$ cat src/rtl/uart_rx_if.sv
// rtl/uart_rx_if.sv - serial line, oversample tick and received-word bundle for uart_rx
interface uart_rx_if #(
    parameter int DATA_BITS = 8
) ();
    logic                 rx_in;
    logic                 os_tick;
    logic [DATA_BITS-1:0] data_out;
    logic                 r_valid;
    logic                 r_busy;
    logic                 frame_err;

    // Host / line side: drives the wire and tick, consumes received words
    modport master (
        output rx_in,
        output os_tick,
        input  data_out,
        input  r_valid,
        input  r_busy,
        input  frame_err
    );

    // Receiver side
    modport slave (
        input  rx_in,
        input  os_tick,
        output data_out,
        output r_valid,
        output r_busy,
        output frame_err
    );
endinterface

$ cat src/rtl/uart_rx.sv
// rtl/uart_rx.sv - oversampling UART receiver with stop-bit framing check
module uart_rx #(
    parameter int DATA_BITS = 8,
    parameter int OS_RATE   = 16
) (
    input  logic      clk,
    input  logic      rst,
    uart_rx_if.slave  u
);
    localparam int TW = $clog2(OS_RATE);
    localparam int BW = $clog2(DATA_BITS) + 1;
    localparam logic [TW-1:0] HALF_M1  = TW'(OS_RATE / 2 - 1);
    localparam logic [TW-1:0] FULL_M1  = TW'(OS_RATE - 1);
    localparam logic [BW-1:0] LAST_BIT = BW'(DATA_BITS - 1);

    typedef enum logic [1:0] {IDLE, START, DATA, STOP} state_t;

    state_t               state_q, state_d;
    logic                 rx_meta_q, rx_meta_d;
    logic                 rx_s_q, rx_s_d;
    logic                 rx_prev_q, rx_prev_d;
    logic                 tick_d_q, tick_d_d;
    logic [TW-1:0]        tick_cnt_q, tick_cnt_d;
    logic [BW-1:0]        bit_cnt_q, bit_cnt_d;
    logic [DATA_BITS-1:0] shreg_q, shreg_d;
    logic [DATA_BITS-1:0] data_out_q, data_out_d;
    logic                 r_valid_q, r_valid_d;
    logic                 r_busy_q, r_busy_d;
    logic                 frame_err_q, frame_err_d;
    logic                 tick;

    assign tick = u.os_tick & ~tick_d_q;

    // Next-state logic: synchronizer, start-edge detection and the frame FSM
    always_comb begin
        rx_meta_d   = u.rx_in;
        rx_s_d      = rx_meta_q;
        rx_prev_d   = rx_s_q;
        tick_d_d    = u.os_tick;
        state_d     = state_q;
        tick_cnt_d  = tick_cnt_q;
        bit_cnt_d   = bit_cnt_q;
        shreg_d     = shreg_q;
        data_out_d  = data_out_q;
        r_valid_d   = 1'b0;
        frame_err_d = 1'b0;
        case (state_q)
            IDLE: begin
                // Needs a real 1->0 edge so a held-low line never retriggers
                if (rx_prev_q && !rx_s_q) begin
                    state_d    = START;
                    tick_cnt_d = '0;
                    bit_cnt_d  = '0;
                end
            end
            START: begin
                if (tick) begin
                    if (tick_cnt_q == HALF_M1) begin
                        state_d    = rx_s_q ? IDLE : DATA;
                        tick_cnt_d = '0;
                        bit_cnt_d  = '0;
                    end else begin
                        tick_cnt_d = tick_cnt_q + 1'b1;
                    end
                end
            end
            DATA: begin
                if (tick) begin
                    if (tick_cnt_q == FULL_M1) begin
                        // Shift right so the first bit received ends up in the LSB
                        shreg_d    = DATA_BITS'({rx_s_q, shreg_q} >> 1);
                        tick_cnt_d = '0;
                        if (bit_cnt_q == LAST_BIT) begin
                            state_d   = STOP;
                            bit_cnt_d = '0;
                        end else begin
                            bit_cnt_d = bit_cnt_q + 1'b1;
                        end
                    end else begin
                        tick_cnt_d = tick_cnt_q + 1'b1;
                    end
                end
            end
            STOP: begin
                if (tick) begin
                    if (tick_cnt_q == FULL_M1) begin
                        // Leave at stop-bit centre so a back-to-back start edge is caught
                        if (rx_s_q) begin
                            data_out_d = shreg_q;
                            r_valid_d  = 1'b1;
                        end else begin
                            frame_err_d = 1'b1;
                        end
                        state_d    = IDLE;
                        tick_cnt_d = '0;
                        bit_cnt_d  = '0;
                    end else begin
                        tick_cnt_d = tick_cnt_q + 1'b1;
                    end
                end
            end
            default: begin
                state_d    = IDLE;
                tick_cnt_d = '0;
                bit_cnt_d  = '0;
            end
        endcase
        r_busy_d = (state_d != IDLE);
    end

    // State and registered outputs; reset aborts any frame in flight
    always_ff @(posedge clk or posedge rst) begin
        if (rst) begin
            state_q     <= IDLE;
            rx_meta_q   <= 1'b1;
            rx_s_q      <= 1'b1;
            rx_prev_q   <= 1'b1;
            tick_d_q    <= 1'b0;
            tick_cnt_q  <= '0;
            bit_cnt_q   <= '0;
            shreg_q     <= '0;
            data_out_q  <= '0;
            r_valid_q   <= 1'b0;
            r_busy_q    <= 1'b0;
            frame_err_q <= 1'b0;
        end else begin
            state_q     <= state_d;
            rx_meta_q   <= rx_meta_d;
            rx_s_q      <= rx_s_d;
            rx_prev_q   <= rx_prev_d;
            tick_d_q    <= tick_d_d;
            tick_cnt_q  <= tick_cnt_d;
            bit_cnt_q   <= bit_cnt_d;
            shreg_q     <= shreg_d;
            data_out_q  <= data_out_d;
            r_valid_q   <= r_valid_d;
            r_busy_q    <= r_busy_d;
            frame_err_q <= frame_err_d;
        end
    end

    assign u.data_out  = data_out_q;
    assign u.r_valid   = r_valid_q;
    assign u.r_busy    = r_busy_q;
    assign u.frame_err = frame_err_q;
endmodule

$ cat src/flat_wrapper.sv
// flat-port wrapper written by rule: the top's interface ports become plain ports
module uart_rx_flat 
#(
    parameter int DATA_BITS = 8,
    parameter int OS_RATE   = 16
)
  (clk, rst, u_rx_in, u_os_tick, u_data_out, u_r_valid, u_r_busy, u_frame_err);
  uart_rx_if #(.DATA_BITS(DATA_BITS)) u_i ();
  input  logic clk;
  input  logic rst;
  input wire logic [$bits(u_i.rx_in)-1:0] u_rx_in;
  input wire logic [$bits(u_i.os_tick)-1:0] u_os_tick;
  output wire logic [$bits(u_i.data_out)-1:0] u_data_out;
  output wire logic [$bits(u_i.r_valid)-1:0] u_r_valid;
  output wire logic [$bits(u_i.r_busy)-1:0] u_r_busy;
  output wire logic [$bits(u_i.frame_err)-1:0] u_frame_err;
  assign u_i.rx_in = u_rx_in;
  assign u_i.os_tick = u_os_tick;
  assign u_data_out = u_i.data_out;
  assign u_r_valid = u_i.r_valid;
  assign u_r_busy = u_i.r_busy;
  assign u_frame_err = u_i.frame_err;
  uart_rx #(.DATA_BITS(DATA_BITS), .OS_RATE(OS_RATE)) u_core (.clk(clk), .rst(rst), .u(u_i));
endmodule
$ cat config.mk
export PLATFORM = sky130hd
export DESIGN_NAME = uart_rx_flat
export DESIGN_NICKNAME = d
export VERILOG_FILES = /design/src/rtl/uart_rx_if.sv /design/src/rtl/uart_rx.sv /design/src/flat_wrapper.sv
export SDC_FILE = /design/constraint.sdc
export NUM_CORES = 1
export LEC_CHECK = 0
export CORE_MARGIN = 2
export CORE_UTILIZATION = 49
export CTS_CLUSTER_SIZE = 20
export DETAILED_ROUTE_END_ITERATION = 8
export PLACE_DENSITY = 0.83
export SYNTH_ARGS = -nofsm -noshare
export SYNTH_HDL_FRONTEND = slang
export SYNTH_SLANG_ARGS = --single-unit
$ cat constraint.sdc
create_clock -name clk -period 2 [get_ports clk]
set_clock_uncertainty 0.2 [all_clocks]
set_input_delay 0.4 -clock clk [delete_from_list [all_inputs] [get_ports clk]]
set_output_delay 0.4 -clock clk [all_outputs]
set_load 0.05 [all_outputs]
==> impl_metrics.json <==
{
  "status": "finished, final reports clean",
  "drcViolationCount": 0,
  "cp.required_ns": 2.03,
  "yosysSeqAreaShare": 0.572,
  "setup_viol": 0,
  "vias": 950,
  "postLayoutSetupSlackWorst_ns": 0.0594,
  "cp_data_arrival_time_ns": 1.97,
  "place.gp.congestion": 0.793,
  "syn_area_sq_um": 1450,
  "synth_top_area_share": 0.517,
  "overflow": 0,
  "hold_violations": 0,
  "critPathMaxStageDelay_ns": 0.41,
  "antenna_left": 0,
  "syn_nets": 125,
  "dpl_worst_slack_ns": -0.218,
  "holdCritPathClass": "reg2reg",
  "hold_depth": 0,
  "grt_pass1_vias": 941,
  "dr.pass1.iters": 4,
  "area_growth_pct": 19.2,
  "crit_type": "reg2reg",
  "dpl.hpwl_um": 1890,
  "cts_tree": "yes",
  "cts_buffers": 5,
  "die_w_um": 58.4,
  "leakage_uw": 0.000823,
  "avgSynthCellArea_sq_um": 12.2,
  "path_max_fanout": 9,
  "nets": 148,
  "cts_hold_buffers": 0,
  "first_iter_violations": 18,
  "r2r_cells": 6,
  "via_per_inst": 5.46,
  "nFillCells": 229,
  "ys_seq_elements": 33,
  "die_height_um": 58.4,
  "fmax_ghz": 0.515,
  "grt_usage": 0.179,
  "wl_per_cell_um": 14.6,
  "rows": 19,
  "rsz0062_at_grt": "no",
  "cp.buffers_inverters": 1,
  "die_area_sq_um": 3410,
  "yosysTopAreaCell": "dfrtp_1",
  "cp.depth": 6,
  "path_clk_slew_ns": 0.09,
  "synth_cell_types": 33,
  "io_buffers": 14,
  "fin_crit_ns": 1.94,
  "start_util": 0.522,
  "utilization": 0.622,
  "ys_top_cells_by_area": "dfrtp_1 (52%), mux2_2 (13%), dfstp_2 (5.4%)",
  "p_per_area_nw_per_um2": 985,
  "worst_setup_path_start_kind": "flip-flop",
  "tightest_slew_ns": 0.588,
  "layout-drive-gt1-share": 0.343,
  "max_cap_viol_count": 0,
  "cp_cell_sequence": "ha_2 > and4b_1 > and2_1 > buf_4 > nand2_8 > mux2_2",
  "critPathTopFamily": "simple AND/OR/NAND/NOR gates",
  "multi_input_area_sq_um": 574,
  "drv_slew": 0,
  "seqCellArea_sq_um": 830,
  "core-area_sq_um": 2780,
  "ys_async_sr_fraction": 1.00,
  "grt_first_pass_wirelength_um": 4310,
  "crit_path_end_kind": "flip-flop",
  "grt_antenna_before_repair": 0,
  "root_buffer": "clkbuf_4",
  "cts.htree.levels": 2,
  "wl_um": 2530,
  "fin_crit_sh": 0.970,
  "clockBufferDepth": 2,
  "ys_warn_count": 0,
  "synth-main-ff-cell": "dfrtp_1",
  "syn-instance-count": 119,
  "slew_headroom": 0.607,
  "num_antenna_cells": 0,
  "cts.sinks": 33,
  "grt_start_max_net_pins": 34,
  "synth_edf_count": 0,
  "vdd.ir_drop.worst_mv": 0.868,
  "slowest_stage": "dfrtp_1",
  "clk_latency_ns": 0.35,
  "num_io_pins": 15
}
path summary, 6_finish.rpt:
path / end / from / slack (ns)
min in group asynchronous: u_core.u.r_valid / rst / 0.24
max: u_core.shreg_q[6] / u_core.tick_cnt_q[1] / 0.06
max reg2reg: u_core.shreg_q[6] / u_core.tick_cnt_q[1] / 0.06
min reg2reg: u_core.rx_prev_d / u_core.rx_meta_q / 0.17
max in group asynchronous: u_core.rx_prev_d / rst / 1.02
min: u_core.rx_prev_d / u_core.rx_meta_q / 0.17
state kept, by name, summed over array words and instances (netlist names):
name,count
u_core.tick_cnt_q,4
u_core.rx_prev_q,1
u_core.rx_prev_d,1
u_core.u.r_busy,1
u_core.u.frame_err,1
u_core.state_q,2
u_core.rx_meta_q,1
u_core.u.r_valid,1
u_core.u.data_out,8
u_core.bit_cnt_q,4
u_core.tick_d_q,1
u_core.shreg_q,8
layer usage:
layer  GRT usage  up-vias  share of wire
li1            -      461              -
met1       0.195      464           0.40
met2       0.294       18           0.53
met3      0.0747        7          0.045
met4      0.0997        0          0.024
met5           0        -              0
timing repair:
item,in CTS,in global routing
resized for setup,0,1
buffers inserted,0,1
setup endpoints to repair,0,8
power breakdown:
part / internal, uW / switching, uW / leakage, uW
registers: 741 / 73.2 / 0.000432
clock network: 297 / 224 / 0.0000445
logic: 169 / 200 / 0.000346
total: 1210 / 497 / 0.000823
placed cells by master (no fill, tap or decap), drive strengths merged:
master	synthesis	layout
nand3b	3	3
a21oi	3	3
xnor2	1	1
o21a	1	1
a22o	2	2
o211ai	1	1
o22ai	1	1
nor3b	1	1
nor2	7	7
nand4	2	2
nand3	6	6
a31oi	2	2
mux2i	3	3
dfstp	3	3
mux2	17	17
nor2b	3	3
and2	2	2
clkdlybuf4s50	0	3
a222oi	1	1
inv	9	9
clkinvlp	0	1
clkbuf	3	6
o21ai	1	1
xor2	1	1
a221o	1	1
buf	2	18
bufinv	0	1
o31ai	1	1
nand2	8	8
dfrtp	30	30
and4b	1	1
ha	2	2
a22oi	1	1
through the flow:
stage	instances	area, sq um	hold WS (ns)	TNS [ns]	total power [uW]
after floorplan	119	1460	0.145	0	1080
after global placement	165	1630	0.149	-2.74	1150
after detailed placement	165	1630	0.156	-3.92	1180
after CTS	173	1710	0.177	0	1710
after global routing	174	1730	0.177	0	1800
final	174	1730	0.171	0	1700
layout make-up:
| class | count | area share |
|---|---|---|
| Clock buffer | 6 | 0.0296 |
| Clock inverter | 2 | 0.0217 |
| Inverter | 9 | 0.0195 |
| Multi-Input combinational cell | 72 | 0.332 |
| Sequential cell | 33 | 0.479 |
| Tap cell | 31 | 0.0224 |
| Timing Repair Buffer | 21 | 0.0954 |
synthesized netlist by cell type, types with 2 or more instances:
library cell,n
and2_1,2
mux2_2,17
dfrtp_1,30
a31oi_1,2
nand3_1,6
inv_1,9
a22o_1,2
nor2_1,7
nor2b_1,3
a21oi_1,3
dfstp_2,3
ha_1,2
mux2i_1,3
clkbuf_1,3
nand3b_1,3
nand2_1,7
cells by family after synthesis:
| group | after synthesis | share of synthesized area |
|---|---|---|
| muxes | 20 | 0.153 |
| adders and majority gates | 2 | 0.0172 |
| xor gates and xnor gates | 2 | 0.0121 |
| AOI/OAI and AO/OA | 15 | 0.0733 |
| DFF | 33 | 0.572 |
| and+or+nand+nor | 33 | 0.129 |
| buffers and inverters | 14 | 0.0440 |
worst reg2reg max path, stage by stage, from the launching register on:
cell     delay [ns]
dfrtp_1        0.41
ha_2           0.21
and4b_1        0.21
and2_1         0.20
buf_4          0.17
nand2_8        0.10
mux2_2         0.34
(Power assumes the default switching activity.)
